## src/rtl/button_pkg.sv

```systemverilog
// Shared button-path types and default timing counts (debouncer and event generator).
package button_pkg;

  typedef enum logic [1:0] {
    BTN_IDLE,
    BTN_PRESSED,
    BTN_LONG
  } btn_state_t;

  // Defaults assume a 50 MHz clock.
  localparam int unsigned BTN_DEBOUNCE_COUNTS_DEF = 1_000_000;   // 20 ms
  localparam int unsigned BTN_LONG_COUNTS_DEF     = 50_000_000;  // 1 s
  localparam int unsigned BTN_REPEAT_COUNTS_DEF   = 10_000_000;  // 200 ms

endpackage

```

## src/rtl/button_event_gen.sv

```systemverilog
// Turns a debounced button level into registered one-cycle UI strobes:
// press, release, short click, long press and auto-repeat while held.
module button_event_gen
  import button_pkg::*;
#(
  parameter int unsigned LONG_COUNTS   = BTN_LONG_COUNTS_DEF,
  parameter int unsigned REPEAT_COUNTS = BTN_REPEAT_COUNTS_DEF,
  parameter bit          REPEAT_EN     = 1'b1
) (
  input  logic clk,
  input  logic rst,
  input  logic button_level,
  output logic held,
  output logic press_pulse,
  output logic release_pulse,
  output logic click_pulse,
  output logic long_press,
  output logic repeat_pulse
);

  localparam int unsigned HOLD_W = (LONG_COUNTS > 1) ? $clog2(LONG_COUNTS) : 1;
  localparam int unsigned REP_W  = (REPEAT_COUNTS > 1) ? $clog2(REPEAT_COUNTS) : 1;
  localparam logic [HOLD_W-1:0] HOLD_LAST = HOLD_W'(LONG_COUNTS - 1);
  localparam logic [REP_W-1:0]  REP_LAST  = REP_W'(REPEAT_COUNTS - 1);

  if (LONG_COUNTS < 2) begin : g_bad_long
    $error("button_event_gen: LONG_COUNTS must be >= 2");
  end
  if (REPEAT_COUNTS < 1) begin : g_bad_repeat
    $error("button_event_gen: REPEAT_COUNTS must be >= 1");
  end

  btn_state_t        r_state, w_state_nxt;
  logic [HOLD_W-1:0] r_hold_cnt, w_hold_nxt;
  logic [REP_W-1:0]  r_rep_cnt, w_rep_nxt;
  logic r_held, r_press, r_release, r_click, r_long, r_repeat;
  logic w_press, w_release, w_click, w_long, w_repeat;

  // Release is tested first in every held state so it beats a coincident
  // long-press threshold or repeat terminal count.
  always_comb begin
    w_state_nxt = r_state;
    w_hold_nxt  = r_hold_cnt;
    w_rep_nxt   = r_rep_cnt;
    w_press     = 1'b0;
    w_release   = 1'b0;
    w_click     = 1'b0;
    w_long      = 1'b0;
    w_repeat    = 1'b0;
    case (r_state)
      BTN_IDLE: begin
        if (button_level) begin
          w_state_nxt = BTN_PRESSED;
          w_press     = 1'b1;
          w_hold_nxt  = '0;
        end
      end
      BTN_PRESSED: begin
        if (!button_level) begin
          w_state_nxt = BTN_IDLE;
          w_release   = 1'b1;
          w_click     = 1'b1;
        end else if (r_hold_cnt == HOLD_LAST) begin
          w_state_nxt = BTN_LONG;
          w_long      = 1'b1;
          w_rep_nxt   = '0;
        end else begin
          w_hold_nxt = r_hold_cnt + 1'b1;
        end
      end
      BTN_LONG: begin
        if (!button_level) begin
          w_state_nxt = BTN_IDLE;
          w_release   = 1'b1;
        end else if (REPEAT_EN) begin
          if (r_rep_cnt == REP_LAST) begin
            w_repeat  = 1'b1;
            w_rep_nxt = '0;
          end else begin
            w_rep_nxt = r_rep_cnt + 1'b1;
          end
        end
      end
      default: w_state_nxt = BTN_IDLE;
    endcase
  end

  always_ff @(posedge clk or posedge rst) begin
    if (rst) begin
      r_state    <= BTN_IDLE;
      r_hold_cnt <= '0;
      r_rep_cnt  <= '0;
      r_held     <= 1'b0;
      r_press    <= 1'b0;
      r_release  <= 1'b0;
      r_click    <= 1'b0;
      r_long     <= 1'b0;
      r_repeat   <= 1'b0;
    end else begin
      r_state    <= w_state_nxt;
      r_hold_cnt <= w_hold_nxt;
      r_rep_cnt  <= w_rep_nxt;
      r_held     <= (w_state_nxt != BTN_IDLE);
      r_press    <= w_press;
      r_release  <= w_release;
      r_click    <= w_click;
      r_long     <= w_long;
      r_repeat   <= w_repeat;
    end
  end

  assign held          = r_held;
  assign press_pulse   = r_press;
  assign release_pulse = r_release;
  assign click_pulse   = r_click;
  assign long_press    = r_long;
  assign repeat_pulse  = r_repeat;

endmodule
```

## config.mk

```make
export PLATFORM = sky130hd
export DESIGN_NAME = button_event_gen
export DESIGN_NICKNAME = d
export VERILOG_FILES = /design/src/rtl/button_pkg.sv /design/src/rtl/button_event_gen.sv
export SDC_FILE = /design/constraint.sdc
export NUM_CORES = 1
export LEC_CHECK = 0
export ABC_AREA = 1
export CAP_MARGIN = 40
export CORE_UTILIZATION = 60
export DETAILED_ROUTE_END_ITERATION = 7
export GPL_ROUTABILITY_DRIVEN = 0
export PLACE_DENSITY = 0.83
export SETUP_SLACK_MARGIN = 0.5
export SYNTH_ARGS = -nofsm -noshare
export SYNTH_HDL_FRONTEND = slang
export SYNTH_SLANG_ARGS = --single-unit
```

## constraint.sdc

```tcl
create_clock -name clk -period 4.4 [get_ports clk]
set_input_delay 1.32 -clock clk [delete_from_list [all_inputs] [get_ports clk]]
set_output_delay 1.32 -clock clk [all_outputs]
set_load 0.02 [all_outputs]
```

---- After elaboration in Yosys (flattened, before gate mapping) ----
Index checks and enable logic that the tools add are counted.
operators by class
  eq/ne operators ......................... 9
  reductions and logical operators ........ 7
  add/subtract/negate cells ............... 2
  multiplexer cells ....................... 25
operators with widths
  cell                                           count
  2-to-1 mux 24 bit                              4
  2-to-1 mux 26 bit                              3
  case mux 26 bit (2 select lines)               1
  case mux 24 bit (2 select lines)               1
  adder 26 x 1 -> 26 bit, second input constant  1
  == test 26 bit, second input constant          1
  adder 24 x 1 -> 24 bit, second input constant  1
  == test 24 bit, second input constant          1
  2-to-1 mux 1 bit                               11
  inequality test 2 bit, second input constant   5
  2-to-1 mux 2 bit                               4
  AND reduction 4 bit                            2
  case mux 2 bit (3 select lines)                1
  nonzero test 2 bit                             3
  == test 2 x 1 -> 1 bit, second input constant  1
  == test 2 bit, second input constant           1
  zero test 2 bit                                1
  OR reduction 2 bit                             1
storage, ports and cells
  register bits ........................... 58
  word-level logic and storage cells ...... 52
  bits of input ports ..................... 3
  output and inout port bits .............. 6

---- Depth between registers and ports, before layout ----
Gate-level depths: netlist of run 1.
  depth after elaboration ................. 5
  mapped depth ............................ 11

---- Least setup slack after synthesis of run 1 ----
OpenSTA, ideal clock, no wires.
  path kind ............................... input -> register
  start ................................... input port button_level
  end ..................................... register r_hold_cnt[2]
  arrival ................................. 2.152 ns
  library setup time ...................... 0.120 ns
  stages on the path ...................... 7
  setup slack ............................. 2.128 ns
  buffers on the path ..................... 3
  cell sequence ........................... clkbuf_1 o21a_1 nand2_2 buf_6 buf_8 nand2_1 o21ai_2
between the ends
  cells in the longest elaborated chain, start to end .. 2
  elaborated cells on any way between the ends .. 3
ends and longest elaborated chain
  element                            line                     RTL
  start: declaration                 button_event_gen.sv:12   input logic button_level,
  inequality test 2 bit (no line)    -
  AND reduction 4 bit (no line) (*)  -
  end signal: assignment             button_event_gen.sv:101  r_hold_cnt <= w_hold_nxt;
  end: declaration                   button_event_gen.sv:34   logic [HOLD_W-1:0] r_hold_cnt, w_hold_nxt;
Every way passes the cells marked *; elsewhere a longest branch is shown, timed or not.
A chain may end at the register's enable or synchronous reset.

---- Final worst setup path of run 1 ----
  start ................................... input port button_level
  end ..................................... register r_hold_cnt[7]
Same word-level chain as after synthesis.

==> results of run 1 <==
==> worst reg2reg max path, cell delays in order (launching register included) <==
cell and delay [ns]:
dfrtp_1 0.52, ha_1 0.34, inv_2 0.08, nor2_4 0.23
inv_2 0.07, nor2_1 0.15, nand3_1 0.11, nand2_2 0.61
inv_1 0.38, nand2_1 0.18, o21ai_1 0.08
==> registers in the layout, indices dropped and copies added, names as in the netlist <==
name	cells
click_pulse	1
long_press	1
held	1
r_hold_cnt	26
repeat_pulse	1
r_state	2
release_pulse	1
r_rep_cnt	24
press_pulse	1
==> cell usage in the layout (no fill, tap or decap), drive strengths merged <==
master and n:
nand3 48, clkdlybuf4s50 8, nand4 17, o21a 1, o21bai 4, inv 56
nor3 9, clkinv 4, buf 1, nor4 1, nand2 226, clkinvlp 1
nand3b 2, xnor2 6, o21ai 38, bufinv 1, nor2 98, xor2 10
ha 6, a21oi 2, or2 5, clkbuf 11, dfrtp 58
==> power groups by stage <==
stage,clock (uW),combinational (uW),sequential (uW)
6_report,505,276,585
5_1_grt,538,308,588
4_1_cts,520,278,584
3_5_place_dp,0,276,595
3_3_place_gp,0,269,593
2_1_floorplan,0,233,606
==> cell families (layout without fill, tap and decap cells) <==
logic type,after synthesis,after routing
buf+inv,72,82
xor+xnor,16,16
simple gates,406,406
compound gates,45,45
fa+ha+maj,6,6
flops,58,58
==> metrics by stage <==
step	worst slack, ns	cell area, um2	hold WS [ns]	power (uW)	util
2_1_floorplan	1.65	4050	0.487	839	-
3_3_place_gp	1.18	4110	0.513	862	0.640
3_5_place_dp	1.11	4110	0.519	870	0.640
4_1_cts	1.40	4310	0.537	1380	0.672
5_1_grt	1.23	4310	0.564	1430	0.672
6_report	1.35	4310	0.539	1370	0.672
==> worst min-delay path by stage <==
stage                             start            end  slack, ns  depth (start not counted)
after detailed placement  r_hold_cnt[1]  r_hold_cnt[1]       0.52                          2
after floorplan           r_hold_cnt[1]  r_hold_cnt[1]       0.49                          2
final                     r_hold_cnt[1]  r_hold_cnt[1]       0.54                          2
after global placement     r_rep_cnt[8]   r_rep_cnt[8]       0.51                          2
after CTS                 r_hold_cnt[1]  r_hold_cnt[1]       0.54                          2
after global routing      r_hold_cnt[1]  r_hold_cnt[1]       0.56                          2
==> routing by layer <==
layer / vias to the layer above / share of wire / wire length (um)
li1: 1916 / - / -
met1: 1777 / 0.41 / 3790
met2: 137 / 0.49 / 4530
met3: 44 / 0.058 / 532
met4: 0 / 0.038 / 348
met5: - / 0 / 0
==> cell type report <==
| class | count | share of cell area |
|---|---|---|
| inverters | 57 | 0.0496 |
| multi-input cells | 473 | 0.524 |
| clock buffers | 11 | 0.0351 |
| well taps | 77 | 0.0223 |
| clock inverters | 5 | 0.0122 |
| flip-flops and latches | 58 | 0.336 |
| repair buffers | 9 | 0.0203 |
==> impl_results.md, run 1 <==
* Net count after synthesis at 612
* Reg-to-reg startpoint: r_hold_cnt[0]
* Die Wd at 84.1 um
* Synth Area in XOR/XNOR at 0.0346
* Leading post-synthesis cells by cell area: dfrtp_1, nand2_1, nor2_1
* Syn Inst Count at 603
* Drt wl/cell at 13.3 um
* Sequential cell area fraction in the yosys report at 0.359
* Setup violations, final at 0
* Synth Flop Type: dfrtp_1
* Maximum VDD drop at 0.000212 V
* Critical-path top delay cell: clkdlybuf4s50_1
* Multiplexer share of the synthesized area at 0
* Layout area overhead at 6.62%
* Max transition margin at 0.433
* Initial DRC count at 213
* FMAX at 328 MHz
* Drt first pass iters at 6
* Min-delay worst type: flop to flop
* P_leak at 0.00182 uW
* Layout Cells excl Fill at 690
* Post-CTS Hold Fix Bufs at 0
* Critical path depth at 6
* P_int at 919 uW
* Vias at 3874
* Reg2reg path depth at 10
* Comb pwr share at 0.202
* Yosys cell types at 32
* Drt via density at 5.61
* Compound-cell area share of the yosys netlist at 0.0829
* Multi-input logic area at 0.00226 mm2
* P_sw at 447 uW
* Share of cells above drive strength 1 at 0.104
* Die height at 84.1 um
* Final setup TNS at 0 ns
* Register area at 0.00145 mm2
* HPWL Detailed at 6570 um
* Global-route wire length before repair at 16100 um
* Final Hold Viols at 0
* WP data arrival at 3.31 ns
* Adder-cell share of the synthesized area at 0.0186
* Postcts setup bufs at 0
* Initial antenna violation count at 0
* Global Route Usage Sum at 0.285
* Clk Tree Root Cell: clkbuf_8
* CTS Buf Count at 9
* RSZ-0062 raised after global routing: no
* Number of antenna cells inserted at 0
* Crit-path cells: clkdlybuf4s50_1 -> o21a_1 -> nand2_2 -> inv_1 -> nand2_1 -> o21ai_1
* Grt met2 use at 0.477
* Yosys top cell area share at 0.359
* Placeable Area at 0.00642 mm2
* Simple-Gate Fraction of Synth Area at 0.423
* Post_cts resized at 0
* Count leader, synth: nand2_1
* Endpoint kind of the worst setup timing path: flop
* Routed Antenna Nets at 0
* Largest net degree at the start of global routing at 45
* Slew Limit Fails at 0
* Total placed cells including tap cells at 674
* Die area at 0.00708 mm2
* CTS H-tree lvls at 3
* Clk_lat worst skew at 0.34 ns
* Crit Path Category: input port to flop
* Largest family of logic cells by synthesized area: simple AND/OR/NAND/NOR gates
* Fin crit share at 0.693
* Minimum clock period at 3.05 ns
* Grt met3 use at 0.0752
* # nets final at 617
* Worst-path maximum fanout at 39
* Worst Clk Skew at 0.00987 ns
* Part of the power in registers at 0.428
* Max-cap violations at 0
* Clk pwr share at 0.370
* CTS max path bufs at 2
* Startpoint types: input port
* Commonest cells post-synth: nand2_1, nor2_1, dfrtp_1, inv_1, nand3_1
* Req. time, crit path at 4.66 ns
* FP Rows at 29
* Yosys Warn Count at 0
* Buf+Inv Stages, Crit Path at 2
* Max stage delay on crit path at 0.60 ns
* GR peak layer: met2
* Io pins at 9
* Filler instances at 544
* PortBufs at 8
* GRT met1 Usage at 0.334
* Post-synth EDFFs at 0
* Leading area contributor after synthesis: dfrtp_1
* Detailed Route WL at 9200 um
* Crit path launch: button_level
* Worst-path clk slew at 0.06 ns
* Synthesized area per cell at 6.71 um2
* Sw Share at 0.327
* Async set-or-reset flop fraction in the synthesized netlist at 1.00
* CP endpoint: r_hold_cnt[7]
* Clock Sinks at 58
* CTS tree: done
* Least-Margin Pin Slew at 0.850 ns
* Post-synthesis cell area at 0.00405 mm2
* Initial Utilization at 0.630
* Vias in the first global route at 3644
* Worst R2R End: r_hold_cnt[7]
* Gr ovfl total at 0
* Register-to-register setup slack at 1.50 ns
* Top Family by Delay on Critical Path: buffers and inverters
* Yosys reg bits at 58
* Status: completed
* # DRC at 0
* Cell Pwr Density at 317 mW/mm2
(Power assumes the default switching activity.)
==> inputs of run 2 (changes only) <==
CORE_UTILIZATION = 57   (was 60)
clock period = 2.8 ns   (was 4.4 ns; I/O delays follow)
==> run 2 against run 1 <==
  * Non-clock buffer count rose by 4
  * Critical path type is now flop to primary output
  * Combinational power increased by 71%
  * Critical endpoint is now long_press
  * Global-route usage fell by 0.44 points
  * Setup slack worse by 0.68 ns
  * Via count decreased by 0.28%
  * Highest routed layer unchanged
==> impl_results.md, run 2 (synthesized netlist as in run 1, its figures left out) <==
* Global-route wire length before repair at 16500 um
* Top Family by Delay on Critical Path: buffers and inverters
* Startpoint types: flop
* Maximum VDD drop at 0.000319 V
* Drt wl/cell at 13.3 um
* WP data arrival at 1.29 ns
* Drt first pass iters at 5
* Filler instances at 617
* Routed Antenna Nets at 0
* CTS H-tree lvls at 3
* Max transition margin at 0.720
* Endpoint kind of the worst setup timing path: primary output
* Initial antenna violation count at 0
* Setup violations, final at 0
* Max stage delay on crit path at 0.61 ns
* Register area at 0.00145 mm2
* FP Rows at 30
* CTS Buf Count at 9
* Vias in the first global route at 3706
* Initial Utilization at 0.592
* Worst Clk Skew at 0.00886 ns
* Crit Path Category: flop to primary output
* Most common cell after layout, fill and taps aside: nand2_1
* P_leak at 0.00182 uW
* Largest net degree at the start of global routing at 45
* Drt via density at 5.42
* Worst-path clk slew at 0.08 ns
* Hold slack final at 0.546 ns
* Die Wd at 86.3 um
* Max-cap violations at 0
* CTS tree: done
* Layout area overhead at 7.98%
* Multi-input logic area at 0.00227 mm2
* Status: completed
* Io pins at 9
* Slew Limit Fails at 0
* Crit-path cells: clkdlybuf4s50_1
* Minimum clock period at 2.13 ns
* # DRC at 0
* Req. time, crit path at 1.96 ns
* Min-delay worst type: flop to flop
* Global Route Usage Sum at 0.280
* Post-layout power at 2110 uW
* Worst-path maximum fanout at 1
* FMAX at 470 MHz
* Placeable Area at 0.00683 mm2
* Final instance area at 0.00437 mm2
* Initial DRC count at 218
* Clk Tree Root Cell: clkbuf_8
* Commonest cells after routing, fill and taps aside: nand2_1, nor2_1, dfrtp_1
* PortBufs at 8
* Share of cells above drive strength 1 at 0.112
* Critical-path top delay cell: clkdlybuf4s50_1
* # nets final at 621
* Biggest regs: r_hold_cnt (26), r_rep_cnt (24), r_state (2)
* DP Area at 0.00418 mm2
* Least-Margin Pin Slew at 0.419 ns
* Final setup TNS at 0 ns
* Cell Pwr Density at 483 mW/mm2
* Detailed Route WL at 9450 um
* Buf+Inv Stages, Crit Path at 1
* Clock Sinks at 58
* Largest register by flop count: r_hold_cnt
* Die area at 0.00744 mm2
* Final Hold Viols at 0
* Vias at 3863
* Setup ws final at 0.671 ns
* Clk_lat worst skew at 0.34 ns
* Max reg flops at 26
* Post-CTS Hold Fix Bufs at 0
* Number of antenna cells inserted at 0
* Pre-CTS setup slack at 0.243 ns
* HPWL Detailed at 6950 um
* Fin crit share at 0.760
* Die height at 86.3 um
* RSZ-0062 raised after global routing: no
* Gr ovfl total at 0
* CTS max path bufs at 2
## run 2: cell count changes in the layout (fill, tap and decap cells not counted), sizes merged
cell      previous run  this run
buf                  1         5
bufinv               1         0
clkbuf              11        10
clkinv               4         3
clkinvlp             1         3
inv                 56        57
## run 2: area by class of cell
| cell class | instances | area share |
|---|---|---|
| repair buffers | 13 | 0.0298 |
| clock inverters | 6 | 0.00945 |
| well taps | 96 | 0.0275 |
| multi-input cells | 473 | 0.521 |
| inverters | 57 | 0.0490 |
| clock buffers | 10 | 0.0315 |
| flip-flops and latches | 58 | 0.332 |
## run 2: repair_timing
action                                  in CTS  in global routing
resized for setup                            0                  2
endpoints found under the setup margin       0                  5
buffers inserted                             0                  0
## run 2: path summary, 6_finish.rpt
kind / slack (ns) / cells after the start / endpoint / from
worst max-delay path: 0.67 / 1 / long_press / long_press
worst min-delay path: 0.55 / 2 / r_hold_cnt[1] / r_hold_cnt[1]
worst max register to register: 0.68 / 10 / r_hold_cnt[18] / r_hold_cnt[0]
worst min register to register: 0.55 / 2 / r_hold_cnt[1] / r_hold_cnt[1]
max in group asynchronous: 1.43 / 3 / r_rep_cnt[17] / rst
min in group asynchronous: 0.81 / 2 / held / rst
## run 2: power by group
part / internal (uW) / switching, uW / total, uW
logic: 132 / 340 / 472
clock network: 345 / 376 / 721
registers: 879 / 40.0 / 919
## run 2: tightest hold or removal path, cell delays in order, from the launching register on
cell	delay, ns
dfrtp_1	0.40
nand2_1	0.07
nand2_1	0.05
## run 2: stage by stage
step | instances | utilization
finish | 713 | 0.640
global route | 713 | 0.640
CTS | 713 | 0.638
detailed placement | 697 | 0.611
global placement | 697 | 0.611
floorplan | 603 | -
## run 2: routing by layer
layer	vias up	track usage	share of wire
met5	-	0	0
met4	0	0.139	0.031
met3	29	0.0581	0.052
met2	140	0.473	0.50
met1	1776	0.342	0.42
li1	1918	-	-
